### config.mk
export PLATFORM = sky130hd
export DESIGN_NAME = block_engine_arbiter
export DESIGN_NICKNAME = d
export VERILOG_FILES = /design/src/rtl/arb_pkg.sv /design/src/rtl/block_engine_arbiter_tag_fifo.sv /design/src/rtl/block_engine_arbiter.sv
export SDC_FILE = /design/constraint.sdc
export NUM_CORES = 1
export LEC_CHECK = 0
export ABC_AREA = 1
export CAP_MARGIN = 15
export CORE_AREA = 10 10 247 249
export DETAILED_ROUTE_END_ITERATION = 12
export DIE_AREA = 0 0 257 259
export PLACE_DENSITY = 0.4
export SLEW_MARGIN = 15
export SYNTH_ARGS = -nofsm -noshare
export SYNTH_HDL_FRONTEND = slang
export SYNTH_SLANG_ARGS = --single-unit
export TNS_END_PERCENT = 100
### constraint.sdc
create_clock -name clk -period 2.5 [get_ports clk]
set_input_delay 0.5 -clock clk [delete_from_list [all_inputs] [get_ports clk]]
set_output_delay 0.5 -clock clk [all_outputs]
set_load 0.1 [all_outputs]
### src/rtl/arb_pkg.sv
// ----------------------------------------------------------------------------
// arb_pkg
// Shared definitions for the block engine arbiter: channel id type, block
// width and the round-robin grant helper.
// ----------------------------------------------------------------------------
package arb_pkg;

    localparam int CH_W    = 1;
    localparam int BLOCK_W = 128;

    typedef logic [CH_W-1:0] ch_t;

    localparam ch_t CH0 = 1'b0;
    localparam ch_t CH1 = 1'b1;

    // Round-robin choice between two requesters. With both requesting, the
    // channel that did not win last time gets the grant. With nobody
    // requesting the result is a don't-care; the same rule is applied so the
    // function has no special case.
    function automatic ch_t rr_grant(input logic [1:0] valid, input ch_t last);
        ch_t g;
        case (valid)
            2'b01:   g = CH0;
            2'b10:   g = CH1;
            2'b11:   g = ~last;
            default: g = ~last;
        endcase
        return g;
    endfunction

endpackage

### src/rtl/block_engine_arbiter_tag_fifo.sv
// ----------------------------------------------------------------------------
// tag_fifo
// DEPTH x 1-bit synchronous FIFO holding the issuing channel of every block
// currently inside the engine. Pointers wrap modulo DEPTH (DEPTH = 2**AW).
//
// Ports:
//   clk, rst   clock, asynchronous active-high reset (clears all tags)
//   push       write push_tag at the tail (ignored when full)
//   push_tag   channel id to record
//   pop        drop the head entry (ignored when empty)
//   head       channel id at the head of the FIFO
//   count      number of stored tags (0..DEPTH)
//   full       count == DEPTH
//   empty      count == 0
// ----------------------------------------------------------------------------
module tag_fifo
    import arb_pkg::*;
#(
    parameter int DEPTH = 4,
    parameter int AW    = 2
) (
    input  logic        clk,
    input  logic        rst,
    input  logic        push,
    input  ch_t         push_tag,
    input  logic        pop,
    output ch_t         head,
    output logic [AW:0] count,
    output logic        full,
    output logic        empty
);

    localparam logic [AW-1:0] PTR_ONE = AW'(1);
    localparam logic [AW:0]   CNT_ONE = (AW+1)'(1);
    localparam logic [AW:0]   CNT_MAX = (AW+1)'(DEPTH);
    localparam logic [AW:0]   CNT_ZER = (AW+1)'(0);

    ch_t           mem_r [0:DEPTH-1];
    logic [AW-1:0] wr_ptr_r;
    logic [AW-1:0] rd_ptr_r;
    logic [AW:0]   count_r;
    logic          push_ok_s;
    logic          pop_ok_s;

    // Qualify requests against the current occupancy and expose the flags.
    always_comb begin
        full      = (count_r == CNT_MAX);
        empty     = (count_r == CNT_ZER);
        push_ok_s = push & ~full;
        pop_ok_s  = pop & ~empty;
        head      = mem_r[rd_ptr_r];
        count     = count_r;
    end

    // Storage, pointers and occupancy; a simultaneous push and pop leaves the
    // count unchanged while both pointers advance.
    always_ff @(posedge clk or posedge rst) begin
        if (rst) begin
            wr_ptr_r <= AW'(0);
            rd_ptr_r <= AW'(0);
            count_r  <= CNT_ZER;
            for (int i = 0; i < DEPTH; i++) begin
                mem_r[i] <= CH0;
            end
        end else begin
            if (push_ok_s) begin
                mem_r[wr_ptr_r] <= push_tag;
                wr_ptr_r        <= wr_ptr_r + PTR_ONE;
            end else begin
                wr_ptr_r <= wr_ptr_r;
            end
            if (pop_ok_s) begin
                rd_ptr_r <= rd_ptr_r + PTR_ONE;
            end else begin
                rd_ptr_r <= rd_ptr_r;
            end
            case ({push_ok_s, pop_ok_s})
                2'b10:   count_r <= count_r + CNT_ONE;
                2'b01:   count_r <= count_r - CNT_ONE;
                default: count_r <= count_r;
            endcase
        end
    end

endmodule

### src/rtl/block_engine_arbiter.sv
// ----------------------------------------------------------------------------
// block_engine_arbiter
// Shares one 128-bit block engine between two block channels. Blocks are
// issued round-robin; a tag FIFO remembers which channel issued each block so
// that the in-order engine results are routed back to their owner.
//
// Ports:
//   clk, rst                       clock, asynchronous active-high reset
//   in_valid[1:0], in_ready[1:0]   per-channel input handshake
//   in_block0, in_block1           per-channel input blocks
//   out_valid[1:0], out_ready[1:0] per-channel result handshake
//   out_block                      shared result bus (qualify with out_valid)
//   eng_in_valid/ready/block       issue interface to the engine
//   eng_out_valid/ready/block      result interface from the engine
//   outstanding                    blocks in flight inside the engine
//   idle                           nothing in flight and nothing requested
//   err                            sticky: engine returned an untagged result
// ----------------------------------------------------------------------------
module block_engine_arbiter
    import arb_pkg::*;
#(
    parameter int TAG_DEPTH = 4,
    parameter int TAG_AW    = 2
) (
    input  logic               clk,
    input  logic               rst,
    input  logic [1:0]         in_valid,
    output logic [1:0]         in_ready,
    input  logic [BLOCK_W-1:0] in_block0,
    input  logic [BLOCK_W-1:0] in_block1,
    output logic [1:0]         out_valid,
    input  logic [1:0]         out_ready,
    output logic [BLOCK_W-1:0] out_block,
    output logic               eng_in_valid,
    input  logic               eng_in_ready,
    output logic [BLOCK_W-1:0] eng_in_block,
    input  logic               eng_out_valid,
    output logic               eng_out_ready,
    input  logic [BLOCK_W-1:0] eng_out_block,
    output logic [TAG_AW:0]    outstanding,
    output logic               idle,
    output logic               err
);

    localparam logic [TAG_AW:0] CNT_ZER = (TAG_AW+1)'(0);

    ch_t             last_grant_r;
    logic            err_r;
    ch_t             grant_s;
    ch_t             head_s;
    logic            tag_full_s;
    logic            tag_empty_s;
    logic            issue_s;
    logic            ret_s;
    logic [TAG_AW:0] count_s;

    tag_fifo #(
        .DEPTH (TAG_DEPTH),
        .AW    (TAG_AW)
    ) u_tag_fifo (
        .clk      (clk),
        .rst      (rst),
        .push     (issue_s),
        .push_tag (grant_s),
        .pop      (ret_s),
        .head     (head_s),
        .count    (count_s),
        .full     (tag_full_s),
        .empty    (tag_empty_s)
    );

    // Issue path. tag_full comes from the registered count, so a pop in the
    // same cycle never opens the issue side (no ready-to-ready path).
    // in_ready is additionally qualified by in_valid so that an idle channel
    // never sees a stray ready.
    always_comb begin
        grant_s      = rr_grant(in_valid, last_grant_r);
        eng_in_valid = (|in_valid) & ~tag_full_s;
        if (grant_s == CH1) begin
            eng_in_block = in_block1;
        end else begin
            eng_in_block = in_block0;
        end
        in_ready    = 2'b00;
        in_ready[0] = in_valid[0] & (grant_s == CH0) & eng_in_ready & ~tag_full_s;
        in_ready[1] = in_valid[1] & (grant_s == CH1) & eng_in_ready & ~tag_full_s;
        issue_s     = eng_in_valid & eng_in_ready;
    end

    // Return path. The head tag steers the result; a stalled owner stalls the
    // engine for both channels because results must leave in issue order.
    always_comb begin
        out_valid     = 2'b00;
        out_valid[0]  = eng_out_valid & ~tag_empty_s & (head_s == CH0);
        out_valid[1]  = eng_out_valid & ~tag_empty_s & (head_s == CH1);
        eng_out_ready = ~tag_empty_s & out_ready[head_s];
        ret_s         = eng_out_valid & eng_out_ready;
        out_block     = eng_out_block;
    end

    // Status outputs.
    always_comb begin
        outstanding = count_s;
        idle        = (count_s == CNT_ZER) & (in_valid == 2'b00);
        err         = err_r;
    end

    // Round-robin history and sticky protocol error flag.
    always_ff @(posedge clk or posedge rst) begin
        if (rst) begin
            last_grant_r <= CH1;
            err_r        <= 1'b0;
        end else begin
            if (issue_s) begin
                last_grant_r <= grant_s;
            end else begin
                last_grant_r <= last_grant_r;
            end
            if (eng_out_valid & tag_empty_s) begin
                err_r <= 1'b1;
            end else begin
                err_r <= err_r;
            end
        end
    end

endmodule

## Yosys cells after proc, flatten, opt, wreduce, memory -nomap -nowiden

Cells that the tools add are included.
Widths: inputs -> output; s select.

- $add $sub $neg: 4
- $lt $le $gt $ge: 4
- Equal/unequal tests: 5
- Mux-type cells: 11
- Bitwise operators: 24
- Reduce and logical (&&, ||, !) cells: 5

Operators with widths:

| operator | number |
|---|---|
| $mux 128 | 1 |
| $and 1x1->1 | 17 |
| $ge 3x3->1 const B | 2 |
| $not 2->3 | 2 |
| $pmux 3 s2 | 1 |
| $mux 1 | 5 |
| $not 1->1 | 5 |
| $add 2x1->2 const B | 2 |
| $bwmux 4 | 1 |
| $eq 2x1->1 const B | 2 |
| $eq 2x2->1 const B | 2 |
| $add 3x1->3 const B | 1 |
| $eq 3x3->1 const B | 1 |
| $logic_not 3->1 | 1 |
| $lt 3x1->1 const B | 1 |
| $sub 3x1->3 const B | 1 |
| $bmux 1 s2 | 1 |
| $demux 1 s2 | 1 |
| $logic_not 2->1 | 1 |
| $lt 1x2->1 const B | 1 |
| $pmux 1 s2 | 1 |
| $reduce_bool 2->1 | 1 |
| $reduce_or 2->1 | 1 |
| $logic_and 1x1->1 | 1 |

- Flip-flop bits (word level): 13
- Output and inout bits: 267
- Logic and storage cells: 62

## Depth between registers and ports, before layout

Gate-level depths: netlist (run 1).

- Depth in word-level cells: 11
- Depth in mapped cells: 13

## Cells and area by module

Synthesis (run 1) repeated with hierarchy kept, for this count alone.

- Cells, all modules: 681
- Area total of the unflattened synthesis: 3738.6 um^2

Modules (own cells, without submodules):

| module | instances | cells each | area an instance (um^2) | seq. area each (um^2) |
|---|---|---|---|---|
| block_engine_arbiter | 1 | 597 | 3066.7 | 51.3 |
| tag_fifo | 1 | 84 | 671.9 | 275.3 |

## Least setup slack after synthesis (run 1)

No wires, ideal clock.

- Kind: reg2out
- From: reg u_tag_fifo.count_r[0], in the netlist u_tag_fifo.count[0]
- To: out in_ready[1]
- Arrival time: 4.224 ns
- Slack: -2.224 ns
- Stages on the path, launching flop included: 5
- Buffers on the path: 0
- Path through: dfrtp_1 > inv_1 > nand3_2 > inv_1 > nor4_1

- Cells in the longest elaborated chain, start to end: 3

Ends and longest elaborated chain:

| element | line | text |
|---|---|---|
| start: declaration | block_engine_arbiter_tag_fifo.sv:41 | `logic [AW:0] count_r;` |
| start signal: assignment | block_engine_arbiter_tag_fifo.sv:78 | `2'b10: count_r <= count_r + CNT_ONE;` |
| start signal: assignment | block_engine_arbiter_tag_fifo.sv:79 | `2'b01: count_r <= count_r - CNT_ONE;` |
| start signal: assignment | block_engine_arbiter_tag_fifo.sv:80 | `default: count_r <= count_r;` |
| $eq 3x3->1 | block_engine_arbiter_tag_fifo.sv:47 | `full = (count_r == CNT_MAX);` |
| $not 1->1 | block_engine_arbiter.sv:86 | `in_ready[1] = in_valid[1] & (grant_s == CH1) & eng_in_ready & ~tag_full_s;` |
| $and 1x1->1 | block_engine_arbiter.sv:86 |  |
| end: declaration | block_engine_arbiter.sv:28 | `output logic [1:0] in_ready,` |

Every way passes these cells.

## Worst setup path in the final report (run 1)

- From: in in_valid[0]
- To: out eng_in_block[45]

- Cells in the longest elaborated chain, start to end: 3
- Elaborated cells between the ends (all ways): 4

Ends and longest elaborated chain:

| element | line | text |
|---|---|---|
| start: declaration | block_engine_arbiter.sv:27 | `input logic [1:0] in_valid,` |
| $eq 2x2->1 / $eq 2x1->1 (equally long branches) | arb_pkg.sv:22 | `case (valid)` |
| $pmux 1 s2 * | arb_pkg.sv:22 |  |
| $mux 128 * | block_engine_arbiter.sv:79 | `if (grant_s == CH1) begin` |
| end: declaration | block_engine_arbiter.sv:36 | `output logic [BLOCK_W-1:0] eng_in_block,` |

Every way passes the cells marked *; elsewhere a longest branch is shown, timed or not.

==> results by group, run 1 <==
Status
  • Status: complete, no violations

STA
  • RSZ-0062 raised after global routing: true
  • Max Freq: 0.411 GHz
  • Measured slew at the worst slew-check pin: 0.535 ns
  • Final setup vio count: 0
  • Final Hold Viols: 0
  • Final worst-path setup slack: 0.0685 ns
  • Period utilisation layout: 97.3%
  • Clock skew: 0.000617 ns
  • Worst slew margin: 64.3%
  • Final Max Tran Viols: 0
  • Final TNS setup: 0 ns
  • Min cycle time layout: 2.43 ns

Critical path
  • Cell family with most CP delay: buffers and inverters
  • Critical path type: in2out
  • Critical path launch point type: primary input
  • RR Startpoint: u_tag_fifo.rd_ptr_r[0]$_DFFE_PP0P_
  • Start point of the critical path: in_valid[0]
  • Critical path buffer and inverter count: 6
  • Arr. time, crit path: 1.93 ns
  • Reg-to-Reg End: u_tag_fifo.count[2]$_DFFE_PP0P_
  • Slowest-stage cell, CP: ha_4
  • Internal reg-to-reg setup slack: 0.34 ns
  • CP peak stage delay: 0.21 ns
  • CP Max Fanout: 28
  • Register-to-Register Path Depth: 13
  • Worst EP required: 2.00 ns
  • Crit path cell chain: buf_6 -> inv_6 -> ha_4 -> nand2_4 -> o21ai_4 -> buf_8 -> inv_12 -> buf_12 -> nand2_1 -> nand2_1 -> buf_12
  • Endpoint class of the critical path: primary output

Routing
  • Via count: 4972
  • WL/cell: 16.4 um
  • DRT iter0 DRCs: 194
  • ANT nets after route: 0
  • Initial DRT Pass Iterations: 4
  • Routed WL: 27.9 mm
  • # DRC: 0
  • Vias per cell: 2.92

Placement
  • Pre-CTS setup slack: -0.615 ns
  • RePlAce Congestion: 0.943
  • Port bufs: 402
  • Placed Cells: 1683
  • HPWL Detailed: 24.5 mm
  • Post-DP Area: 9030 um2

Cells and area
  • Final Cell Area: 9550 um2
  • Post-Layout Cell Count: 1700
  • Layout cells sized above 1: 29.4%
  • Layout Nets: 1345
  • Finished Core Util: 17.1%
  • # diodes: 0
  • Area delta synth->final: 180%

Logic synthesis
  • Fraction of registers with async set/reset: 100%
  • EDFF count, synth: 0
  • Syn avg cell area: 5.32 um2
  • Post-Synthesis Cell Area: 3410 um2
  • Post-synthesis sequential area ratio: 9.57%
  • Largest area contributor in the netlist: nand2_1
  • Syn Nets: 1042
  • Synthesis warning total: 0
  • Synth top area cells: nand2_1 44%, buf_4 28%, dfrtp_1 8.8%
  • Post-synth top area share: 44.2%
  • Post-synthesis cell type count: 23
  • Cells after Synth: 642
  • Top_reg_cell synth: dfrtp_1
  • Synthesized flop and latch total: 13

Die
  • Die H: 259 um
  • Die width: 257 um
  • Core ar.: 56000 um2
  • Die Area: 66600 um2
  • IO Pins: 659
  • Initial Util: 6.10%
  • Row count: 87

Worst hold path
  • Hold path depth: 1
  • Worst Hold End: err$_DFFE_PP0P_
  • HP Class: reg2reg
  • Hold path start: err$_DFFE_PP0P_

Clock tree
  • Later-pin clock latency in the skew report: 0.24 ns
  • CTS Buf Count: 3
  • Clock Sinks: 13
  • CTS tree: done
  • Cts hold-fix bufs: 0
  • Longest Clk Path Bufs: 2
  • Clk slew on worst S/H paths: 0.04 ns
  • H-tree Lvls: 1
  • Clock root buffer: clkbuf_16

Global routing
  • Number of global-route vias before repair: 5457
  • Gr usage total: 7.75%
  • First-pass GRT wire length: 38.6 mm
  • Total grt overflow: 0
  • Largest net degree at the start of global routing: 30
  • Antenna violations before repair: 0

Power and ir drop
  • PD cells: 1210 nW/um2
  • Leak Pwr: 0.00429 uW
  • Max VDD drop: 0.496 mV

Job
  • Reported max-cap violation count: 0
==> flip-flops by register name, indices dropped and copies added (netlist names) <==
signal	flops
u_tag_fifo.rd_ptr_r	2
last_grant_r	1
u_tag_fifo.count	3
err	1
u_tag_fifo.mem_r	4
u_tag_fifo.wr_ptr_r	2
==> worst max-delay path by stage <==
stage               slack [ns]          endpoint  depth (start not counted)
finish                    0.07  eng_in_block[45]                         11
global route           -0.0006  eng_in_block[52]                         11
CTS                      -0.02  eng_in_block[52]                         11
detailed placement       -0.61  eng_in_block[32]                         10
global placement         -0.59  eng_in_block[32]                         10
floorplan                -0.20       in_ready[1]                          7
==> cells in the mapped netlist, types with 2 or more instances <==
cell type and number:
nand2_1 402, buf_4 129, inv_1 25, buf_2 14, dfrtp_1 12, buf_6 10, o21ai_0 10, nand3_1 9
ha_1 7, nor2_1 5, clkbuf_1 3, a21oi_1 2, nand3_2 2, nor4_1 2, xor2_1 2
==> per-stage QoR <==
step / hold slack, ns / total power, uW
after detailed placement: 0.463 / 10900
after floorplan: 0.376 / 7650
after global routing: 0.517 / 12000
final: 0.475 / 11600
after global placement: 0.451 / 10900
after CTS: 0.473 / 11700
==> area by class of cell <==
type	instances	area [um2]
Inverter	26	120
Sequential cell	13	335
Clock buffer	4	78.8
Fill cell	6364	46400
Multi-Input combinational cell	447	2080
Timing Repair Buffer	454	5990
Tap cell	756	946
==> metal layers <==
metal	GRT usage (%)	vias to the layer above	routed length, um
li1	-	2392	-
met1	7.56	2070	9810
met2	13.1	496	12900
met3	6.03	12	4950
met4	0.855	2	251
met5	0.438	-	40
==> cells in the final DEF (no fill, tap or decap), drive strengths merged <==
cell,n
bufbuf,1
clkdlybuf4s50,261
xnor2,1
dfstp,1
a21oi,2
ha,7
a21o,1
buf,192
o21ai,12
dfrtp,12
xor2,2
nor4,2
nand3,11
nor2,5
inv,26
clkbuf,4
fa,1
nand2,403
==> cells by family (layout without fill, tap and decap cells) <==
family	Yosys count	after routing	share of synthesized area, %
adders and majority gates	8	8	3.15
and+or+nand+nor	421	421	47.2
xor gates and xnor gates	3	3	0.770
buffers and inverters	182	484	36.9
DFF	13	13	9.57
AOI/OAI and AO/OA	15	15	2.38
==> repair_timing <==
item	4_1_cts	5_1_grt
endpoints found under the setup margin	130	41
gates resized for setup	89	2
pin swaps	34	2
gates cloned	3	0
buffers inserted	8	3
==> power breakdown <==
group | internal [uW] | leakage (uW) | switching [uW]
logic | 3790 | 0.00410 | 7040
clock network | 215 | 0.0000382 | 86.6
registers | 334 | 0.000152 | 81.6
Power figures use the tool's default switching activity.
==> run 2: changes to the inputs <==
Settings changed: CTS_CLUSTER_SIZE set to 28, HOLD_SLACK_MARGIN set to 0.1, PLACE_DENSITY 0.4 to 0.36.
==> run 2 against run 1 <==
- total power increased by 1.5%
- cell count rose by 0.71%
- sequential power barely moved
- largest cell class unchanged
- routed wire length up 0.43%
- clock-buffer cell count did not move
- sequential share of layout area hardly changed
- flip-flop and latch count is the same
- die area stayed put
- critical endpoint is now eng_in_block[71]
- fmax fell by 0.61%
- non-clock buffer count up 12
==> results by group, run 2 (synthesized netlist as in run 1, its figures left out) <==
STA
  • Final Max Tran Viols: 0 (unchanged)
  • Measured slew at the worst slew-check pin: 0.568 ns (+0.0333 ns)
  • Hold slack: 0.461 ns (-0.0139 ns)
  • RSZ-0062 raised after global routing: true
  • Clock skew: 0.00125 ns (+0.000634 ns)
  • Min cycle time layout: 2.45 ns (+0.0150 ns)
  • Max Freq: 0.409 GHz (-0.61%)
  • Period utilisation layout: 97.9% (+0.60 points)
  • Final setup vio count: 0 (unchanged)
  • Final worst-path setup slack: 0.0534 ns (-0.0150 ns)
  • Final Hold Viols: 0 (unchanged)
  • Worst slew margin: 62.1% (-2.2 points)

Critical path
  • Arr. time, crit path: 1.95 ns (+0.02 ns)
  • Reg-to-Reg End: u_tag_fifo.count[2]$_DFFE_PP0P_
  • Worst EP required: 2.00 ns (about the same)
  • Critical path type: in2out
  • Start point of the critical path: in_valid[0]
  • Internal reg-to-reg setup slack: 0.27 ns (-0.07 ns)
  • Critical path launch point type: primary input
  • Endpoint class of the critical path: primary output
  • Register-to-Register Path Depth: 13 (unchanged)
  • RR Startpoint: u_tag_fifo.rd_ptr_r[0]$_DFFE_PP0P_
  • CP Max Fanout: 8 (-71%)

Routing
  • WL/cell: 16.4 um (-0.27%)
  • ANT nets after route: 0 (unchanged)
  • Initial DRT Pass Iterations: 4 (unchanged)
  • Vias per cell: 2.92 (about the same)
  • DRT iter0 DRCs: 130 (-33%)
  • # DRC: 0 (unchanged)
  • Routed WL: 28.1 mm (+0.43%)
  • Via count: 5005 (+0.66%)

Job
  • Reported max-cap violation count: 0 (unchanged)

Clock tree
  • Longest Clk Path Bufs: 2 (unchanged)
  • H-tree Lvls: 1 (unchanged)
  • Clk slew on worst S/H paths: 0.05 ns (about the same)
  • CTS Buf Count: 3 (unchanged)
  • Clock Sinks: 13 (unchanged)
  • Clock root buffer: clkbuf_16
  • Later-pin clock latency in the skew report: 0.24 ns (about the same)
  • CTS tree: done

Power and ir drop
  • Max VDD drop: 0.490 mV (-1.2%)
  • PD cells: 1210 nW/um2 (about the same)
  • Leak Pwr: 0.00435 uW (+1.5%)

Cells and area
  • Layout cells sized above 1: 30.9% (+1.4 points)
  • Commonest non-fill, non-tap cell in the layout: nand2_1
  • # diodes: 0 (unchanged)
  • Largest Register: u_tag_fifo.mem_r
  • FILL cells: 6346 (-0.28%)
  • Max reg flops: 4 (unchanged)
  • Most frequent cells in the layout: 334 x nand2_1, 261 x clkdlybuf4s50_1, 145 x buf_12
  • Layout Nets: 1357 (+0.89%)
  • Multi-input gate area: 2070 um2 (-0.36%)
  • Finished Core Util: 17.3% (+0.24 points)
  • Register area: 335 um2 (unchanged)
  • Area delta synth->final: 184%

Global routing
  • Largest net degree at the start of global routing: 19 (-37%)
  • Gr busiest metal: met2
  • Gr usage total: 7.75% (about the same)
  • Met2 GRT Util: 12.7% (-0.39 points)
  • Number of global-route vias before repair: 5357 (-1.8%)
  • First-pass GRT wire length: 38.5 mm (-0.31%)
  • Met1 Use GR: 7.86% (+0.30 points)
  • Antenna violations before repair: 0 (unchanged)
  • Grt met3 use: 5.71% (-0.32 points)
  • Total grt overflow: 0 (unchanged)

Worst hold path
  • Hold path start: err$_DFFE_PP0P_
  • Hold path depth: 1 (unchanged)
  • HP Class: reg2reg
  • Worst Hold End: err$_DFFE_PP0P_

Die
  • IO Pins: 659 (unchanged)
  • Core ar.: 56000 um2 (unchanged)
  • Row count: 87 (unchanged)
  • Die H: 259 um (unchanged)
  • Initial Util: 6.10% (unchanged)
  • Die Area: 66600 um2 (unchanged)
  • Die width: 257 um (unchanged)

Status
  • Status: complete, no violations

Placement
  • HPWL Detailed: 24.3 mm (-1.1%)
  • Port bufs: 402 (unchanged)
  • Pre-CTS setup slack: -0.496 ns (+0.118 ns)
  • RePlAce Congestion: 0.871 (-7.7%)
run 2: cell types whose count changed in the layout (fill, tap and decap cells not counted), sizes merged:
cell    previous run  this run
buf              192       202
bufbuf             1         2
clkbuf             4         5
run 2: cell type report:
| class | count | area share [%] |
|---|---|---|
| Clock buffer | 4 | 0.814 |
| Inverter | 26 | 1.16 |
| Multi-Input combinational cell | 447 | 21.4 |
| Sequential cell | 13 | 3.46 |
| Tap cell | 756 | 9.76 |
| Timing Repair Buffer | 466 | 63.4 |
run 2: per-stage QoR:
stage / total power [uW] / setup TNS (ns) / instance area (um2) / std cells
final: 11700 / 0 / 9690 / 1712
after global placement: 11000 / -45.42 / 9150 / 1694
after global routing: 12200 / -0.00226 / 9690 / 1712
after floorplan: 7650 / -0.294 / 3530 / 642
after CTS: 11800 / -0.0804 / 9570 / 1711
after detailed placement: 11000 / -48.86 / 9150 / 1694
run 2: metal layers:
metal / up-vias / share of wire (%)
li1: 2420 / -
met1: 2106 / 36
met2: 453 / 46
met3: 26 / 17
met4: 0 / 2.1
met5: - / 0
run 2: worst max-delay path, stage by stage:
cell	delay (ns)
buf_6	0.08
inv_6	0.03
ha_4	0.28
nand2_4	0.05
o21ai_4	0.06
buf_6	0.14
buf_8	0.12
buf_12	0.16
clkbuf_16	0.18
nand2_1	0.06
nand2_2	0.08
buf_12	0.17
run 2: how the worst max path moves through the flow:
stage / to / slack [ns] / cells past startpoint
2_1_floorplan: in_ready[1] / -0.20 / 7
3_3_place_gp: eng_in_block[95] / -0.47 / 10
3_5_place_dp: eng_in_block[95] / -0.50 / 10
4_1_cts: eng_in_block[105] / -0.01 / 13
5_1_grt: eng_in_block[109] / -0.001 / 12
6_report: eng_in_block[71] / 0.05 / 12
run 2: report_power, final:
group	leakage (uW)	switching (uW)	internal [uW]	total, uW
clock	0.0000382	90.4	215	306
sequential	0.000152	80.4	334	414
combinational	0.00416	7080	3930	11000
run 2: what timing repair did:
item,in CTS,in global routing
cloned,4,1
gates resized for setup,64,30
endpoints found under the setup margin,130,58
buffers inserted,10,0
pin swaps,6,18
hold buffers,0,0
==> run 3: changes to the inputs <==
Settings changed: ABC_CLOCK_PERIOD_IN_PS set to 2500.
==> results of run 3 <==
No change in the layout: final DEF, timing and power equal those of run 2.
